[src/rtl/instruction_sequencer.sv]
`timescale 1ns/1ps
`default_nettype none
// ============================================================================
// Module      : instruction_sequencer
// Description : Program feeder for the downstream processor. Issues stored
//               12-bit instructions with 8-bit immediates one at a time,
//               waits for proc_done, supports single-step and a watchdog.
// Revision    : 1.0 - initial release
// ============================================================================
module instruction_sequencer #(
    parameter int DEPTH   = 16,
    parameter int ADDR_W  = 4,
    parameter int TIMEOUT = 20
) (
    input  logic              clock,
    input  logic              reset,
    input  logic              prog_we,
    input  logic [ADDR_W-1:0] prog_addr,
    input  logic [11:0]       prog_code,
    input  logic [7:0]        prog_data,
    input  logic [ADDR_W:0]   prog_len,
    input  logic              run,
    input  logic              step_mode,
    input  logic              proc_done,
    output logic [11:0]       machine_code,
    output logic [7:0]        dataIN,
    output logic              data_enable,
    output logic              start,
    output logic [ADDR_W-1:0] pc,
    output logic              busy,
    output logic              halted,
    output logic              timeout_err
);

    localparam int         WD_W    = $clog2(TIMEOUT + 1);
    localparam logic [2:0] C_LOAD_OP = 3'b001;

    typedef enum logic [2:0] {
        S_IDLE  = 3'd0,
        S_FETCH = 3'd1,
        S_ISSUE = 3'd2,
        S_WAIT  = 3'd3,
        S_NEXT  = 3'd4,
        S_PAUSE = 3'd5,
        S_DONE  = 3'd6,
        S_ERROR = 3'd7
    } state_t;

    state_t            r_state;
    state_t            w_next_state;

    logic [11:0]       r_mem_code [DEPTH];
    logic [7:0]        r_mem_data [DEPTH];

    logic [11:0]       r_machine_code;
    logic [7:0]        r_data_in;
    logic              r_data_enable;
    logic [ADDR_W-1:0] r_pc;
    logic [WD_W-1:0]   r_watchdog;

    logic              w_busy;
    logic              w_last;
    logic              w_wd_expire;
    logic              w_addr_ok;

    // The DEPTH-1 term keeps pc from wrapping if prog_len exceeds DEPTH.
    assign w_last      = (({1'b0, r_pc} + (ADDR_W+1)'(1)) == prog_len)
                       || (r_pc == ADDR_W'(DEPTH - 1));
    assign w_wd_expire = (r_watchdog == WD_W'(TIMEOUT - 1));
    assign w_addr_ok   = ({1'b0, prog_addr} < (ADDR_W+1)'(DEPTH));

    always_ff @(posedge clock) begin
        if (reset) begin
            r_state <= S_IDLE;
        end else begin
            r_state <= w_next_state;
        end
    end

    always_comb begin
        w_next_state = r_state;
        w_busy       = 1'b0;
        start        = 1'b0;
        halted       = 1'b0;
        timeout_err  = 1'b0;
        case (r_state)
            S_IDLE: begin
                if (run) begin
                    w_next_state = (prog_len == '0) ? S_DONE : S_FETCH;
                end
            end
            S_FETCH: begin
                w_busy       = 1'b1;
                w_next_state = S_ISSUE;
            end
            S_ISSUE: begin
                w_busy       = 1'b1;
                start        = 1'b1;
                w_next_state = S_WAIT;
            end
            S_WAIT: begin
                w_busy = 1'b1;
                if (proc_done) begin
                    w_next_state = S_NEXT;
                end else if (w_wd_expire) begin
                    w_next_state = S_ERROR;
                end
            end
            S_NEXT: begin
                w_busy = 1'b1;
                if (w_last) begin
                    w_next_state = S_DONE;
                end else if (step_mode) begin
                    w_next_state = S_PAUSE;
                end else begin
                    w_next_state = S_FETCH;
                end
            end
            S_PAUSE: begin
                w_busy = 1'b1;
                if (run) begin
                    w_next_state = S_FETCH;
                end
            end
            S_DONE: begin
                halted = 1'b1;
                if (run) begin
                    w_next_state = (prog_len == '0) ? S_DONE : S_FETCH;
                end
            end
            S_ERROR: begin
                timeout_err = 1'b1;
            end
            default: begin
                w_next_state = S_IDLE;
            end
        endcase
    end

    always_ff @(posedge clock) begin
        if (reset) begin
            r_machine_code <= '0;
            r_data_in      <= '0;
            r_data_enable  <= 1'b0;
            r_pc           <= '0;
            r_watchdog     <= '0;
        end else begin
            case (r_state)
                S_IDLE, S_DONE: begin
                    if (run) begin
                        r_pc <= '0;
                    end
                end
                S_FETCH: begin
                    r_machine_code <= r_mem_code[r_pc];
                    r_data_in      <= r_mem_data[r_pc];
                    r_data_enable  <= (r_mem_code[r_pc][11:9] == C_LOAD_OP);
                end
                S_ISSUE: begin
                    r_watchdog <= '0;
                end
                S_WAIT: begin
                    if (!proc_done && !w_wd_expire) begin
                        r_watchdog <= r_watchdog + WD_W'(1);
                    end
                end
                S_NEXT: begin
                    if (!w_last) begin
                        r_pc <= r_pc + ADDR_W'(1);
                    end
                end
                default: begin
                end
            endcase
            // Drop the load qualifier as soon as the run ends, normally or not.
            if (w_next_state == S_DONE || w_next_state == S_ERROR) begin
                r_data_enable <= 1'b0;
            end
        end
    end

    // Program memory survives reset; writes only land while the feeder is idle.
    always_ff @(posedge clock) begin
        if (prog_we && !w_busy && w_addr_ok) begin
            r_mem_code[prog_addr] <= prog_code;
            r_mem_data[prog_addr] <= prog_data;
        end
    end

    assign machine_code = r_machine_code;
    assign dataIN       = r_data_in;
    assign data_enable  = r_data_enable;
    assign pc           = r_pc;
    assign busy         = w_busy;

endmodule
`default_nettype wire

[config.mk]
export PLATFORM = sky130hd
export DESIGN_NAME = instruction_sequencer
export DESIGN_NICKNAME = d
export VERILOG_FILES = /design/src/rtl/instruction_sequencer.sv
export SDC_FILE = /design/constraint.sdc
export NUM_CORES = 1
export LEC_CHECK = 0
export ABC_CLOCK_PERIOD_IN_PS = 3800
export BUFFER_PORTS_ARGS = -buffer_cell sky130_fd_sc_hd__clkbuf_2
export CORE_MARGIN = 2
export CORE_UTILIZATION = 31
export DETAILED_ROUTE_END_ITERATION = 12
export SLEW_MARGIN = 20
export SYNTH_ARGS = -nofsm -noshare
export SYNTH_HDL_FRONTEND = slang
export SYNTH_SLANG_ARGS = --single-unit
[constraint.sdc]
create_clock -name clock -period 3.8 [get_ports clock]
set_input_delay 0.38 -clock clock [delete_from_list [all_inputs] [get_ports clock]]
set_output_delay 0.38 -clock clock [all_outputs]
set_load 0.01 [all_outputs]
==> flow_summary.ini <==
[status]
status = complete, no violations

[floorplanning]
die_w_um = 214.8
io_pins = 64
dieHeight_um = 214.8
design.core.area_um2 = 44030
fp-row-count = 77
die_area_um2 = 46160
initial_core_util_pct = 31.30

[power]
clkPwrFrac_pct = 42.1
seqPwrFrac_pct = 53.5
pwr-share-comb_pct = 4.4
intPower_mw = 6.494
power_mw = 8.188
p_leak_nw = 4.998
p_sw_mw = 1.694
power.density_nw_per_um2 = 508.8
switching_share_pct = 20.69
peakVddDrop_mv = 0.2918

[sta]
setup-tns-final_ns = 0
hold_slack_ns = 0.2590
fin_crit_sh_pct = 72.78
setup_viol = 0
tightest_slew_ns = 1.126
grt_setup_unrepaired = no
fin_skew_ns = 0.01967
hold_violations = 0
fmax_mhz = 361.6
fin_crit_ns = 2.766
relSlewSlack_pct = 24.75
drv_slew = 0

[clock_tree]
ctsHoldBuffers = 0
cts_setup_buffers = 0
post_cts_resize_count = 0
clock_sinks = 357
clock-root-buffer = clkbuf_16
cts.clk_slew.worst_paths_ns = 0.06
cts_buffers = 36
clk_path_buf_depth = 3
worstSkewPairLatency_ns = 0.51
cts_tree = yes
htreeDepth = 2

[global_route]
grt_pass1_wl_mm = 46.21
grt_usage_pct = 13.36
grt_max_degree = 39
grt_pass1_vias = 6936
antenna_found_initial = 1
grt_overflow = 0

[yosys]
synth_area_um2 = 13780
synthesis.nets = 715
avgSynthCellArea_um2 = 20.33
syn_inst = 678
synthFlopType = edfxtp_1
ys_warn_count = 0
async_reset_ff_share_pct = 0
synth_edf_count = 320
yosys_register_bits = 357
ys_seq_area_share_pct = 75.10
synthDistinctLibCells = 50

[placed_design]
io_buffer_count = 63
dp_hpwl_mm = 18.68
gp_congestion = 0.7667
placed_cell_area_um2 = 14940

[critical_path]
worstPathMaxFanout = 19
crit_path_start_kind = flip-flop
critPathSlowestCell = or3b_2
crit_type = flip-flop to flip-flop
path_cells = nor3_1 > a21oi_1 > nor2b_1 > or3b_2 > nor2_2 > buf_4
slowest_delay_ns = 0.56
reg2regPathDepth = 6
required_ns = 4.01
worstPathArrival_ns = 2.97
cp-end-kind = flip-flop

[finish]
fillers = 4051
final_layout_size_suffix_gt1_share_pct = 31.82
diodes = 0
utilization_pct = 36.55
finalInstanceArea_um2 = 16090
area_growth_pct = 16.77
fin_nets = 807

[routing]
vias = 6879
drtPass1Iterations = 5
routed_via_density = 4.960
drt_iter0_markers = 696
wl_per_cell_um = 22.31
wirelength_mm = 30.95
antenna_left = 0
drc = 0

[min_path]
worst_hold_path.num_cells = 3
hold_class = input port to flip-flop

[run]
cap_violations = 0
## final timing paths
check	to	startpoint	slack, ns
worst max-delay path	r_mem_data[1][6]	flip-flop	1.03
worst min-delay path	data_enable	step_mode	0.26
worst max register to register	r_mem_data[1][6]	flip-flop	1.03
worst min register to register	dataIN[0]	dataIN[0]	0.46
## layout by cell type (no fill, tap or decap), types with 4 or more instances in the layout
cell,netlist,final
edfxtp_1,320,320
mux4_2,90,90
clkbuf_2,0,63
nand2_1,45,45
clkbuf_16,0,37
dfxtp_1,37,34
a21oi_1,30,30
buf_4,2,23
nor2_2,0,12
nor2_1,22,10
nor3_1,12,8
a22oi_1,8,8
clkbuf_1,17,8
inv_1,7,7
mux4_1,7,7
nand3_1,6,6
nand2b_1,5,5
clkinv_1,0,5
nor2b_1,4,4
nor3_2,0,4
a22o_1,4,4
## per-stage QoR
step | worst slack (ns) | std cells
after floorplan | 0.5019 | 678
after global placement | 1.075 | 1324
after detailed placement | 1.032 | 1324
after CTS | 1.018 | 1387
after global routing | 0.8652 | 1387
final | 1.034 | 1387
## worst max-delay path: cells and delay by family (launching register included)
kind	cells	cell delay (ns)
and+or+nand+nor	4	1.61
DFF	1	0.49
buffers and inverters	1	0.29
AOI/OAI and AO/OA	1	0.08
## power groups by stage
stage | clock network [mW] | logic, mW | registers (mW)
finish | 3.45 | 0.357 | 4.38
detailed placement | 0 | 0.362 | 4.47
global placement | 0 | 0.356 | 4.46
floorplan | 0 | 0.199 | 4.45
CTS | 3.54 | 0.363 | 4.38
global route | 3.68 | 0.391 | 4.39
## registers in the layout, indices dropped and copies added, names as in the netlist, named ones only
register	flops
dataIN	8
data_enable	1
machine_code	12
pc	4
r_mem_code	192
r_mem_data	128
r_state	2
r_watchdog	5
## cells in the mapped netlist, drive strengths merged (2+ instances only)
master / instances / share of area [%]
o21ai: 4 / 0.15
buf: 17 / 0.71
inv: 7 / 0.19
dfxtp: 37 / 5.4
or2: 2 / 0.091
nand2: 45 / 1.2
mux4: 97 / 16
nand4: 2 / 0.091
and2: 3 / 0.14
nor2b: 4 / 0.18
nand2b: 5 / 0.23
ha: 2 / 0.18
edfxtp: 320 / 70
clkbuf: 17 / 0.46
o31ai: 2 / 0.11
nand3: 6 / 0.22
xor2: 3 / 0.19
a21oi: 30 / 1.1
nor2: 22 / 0.60
nand3b: 2 / 0.11
xnor2: 3 / 0.19
a22o: 4 / 0.25
and3: 2 / 0.091
a221oi: 3 / 0.19
nor3: 12 / 0.44
a22oi: 8 / 0.44
## layout make-up
type / instances / area [um^2] / share of cell area, %
clock buffer: 47 / 983.4 / 6.111
clock inverter: 16 / 163.9 / 1.019
multi-input combinational: 280 / 3293 / 20.46
sequential: 357 / 10360 / 64.36
timing repair buffer: 88 / 528.0 / 3.281
tap: 592 / 740.7 / 4.603
inverter: 7 / 26.28 / 0.1633
## per-layer routing
| metal | vias to the layer above | global-route usage [%] | routed length, um |
|---|---|---|---|
| li1 | 2990 | - | - |
| met1 | 3650 | 19.21 | 14160 |
| met2 | 203 | 20.74 | 14400 |
| met3 | 34 | 2.732 | 1886 |
| met4 | 2 | 3.449 | 486 |
| met5 | - | 0 | 13 |
## logic make-up (layout without fill, tap and decap cells)
kind of cell	count (synthesis)	in the layout	share of synthesized area [%]
flip-flops	357	357	75.10
adder cells (fa/ha/maj)	2	2	0.1816
buffers and inverters	41	158	1.362
XOR/XNOR	7	7	0.5539
AND/OR/NAND/NOR	109	109	3.641
AO/OA/AOI/OAI	64	64	3.033
multiplexers	98	98	16.12
Note: power is estimated with default switching activity, not from simulation.
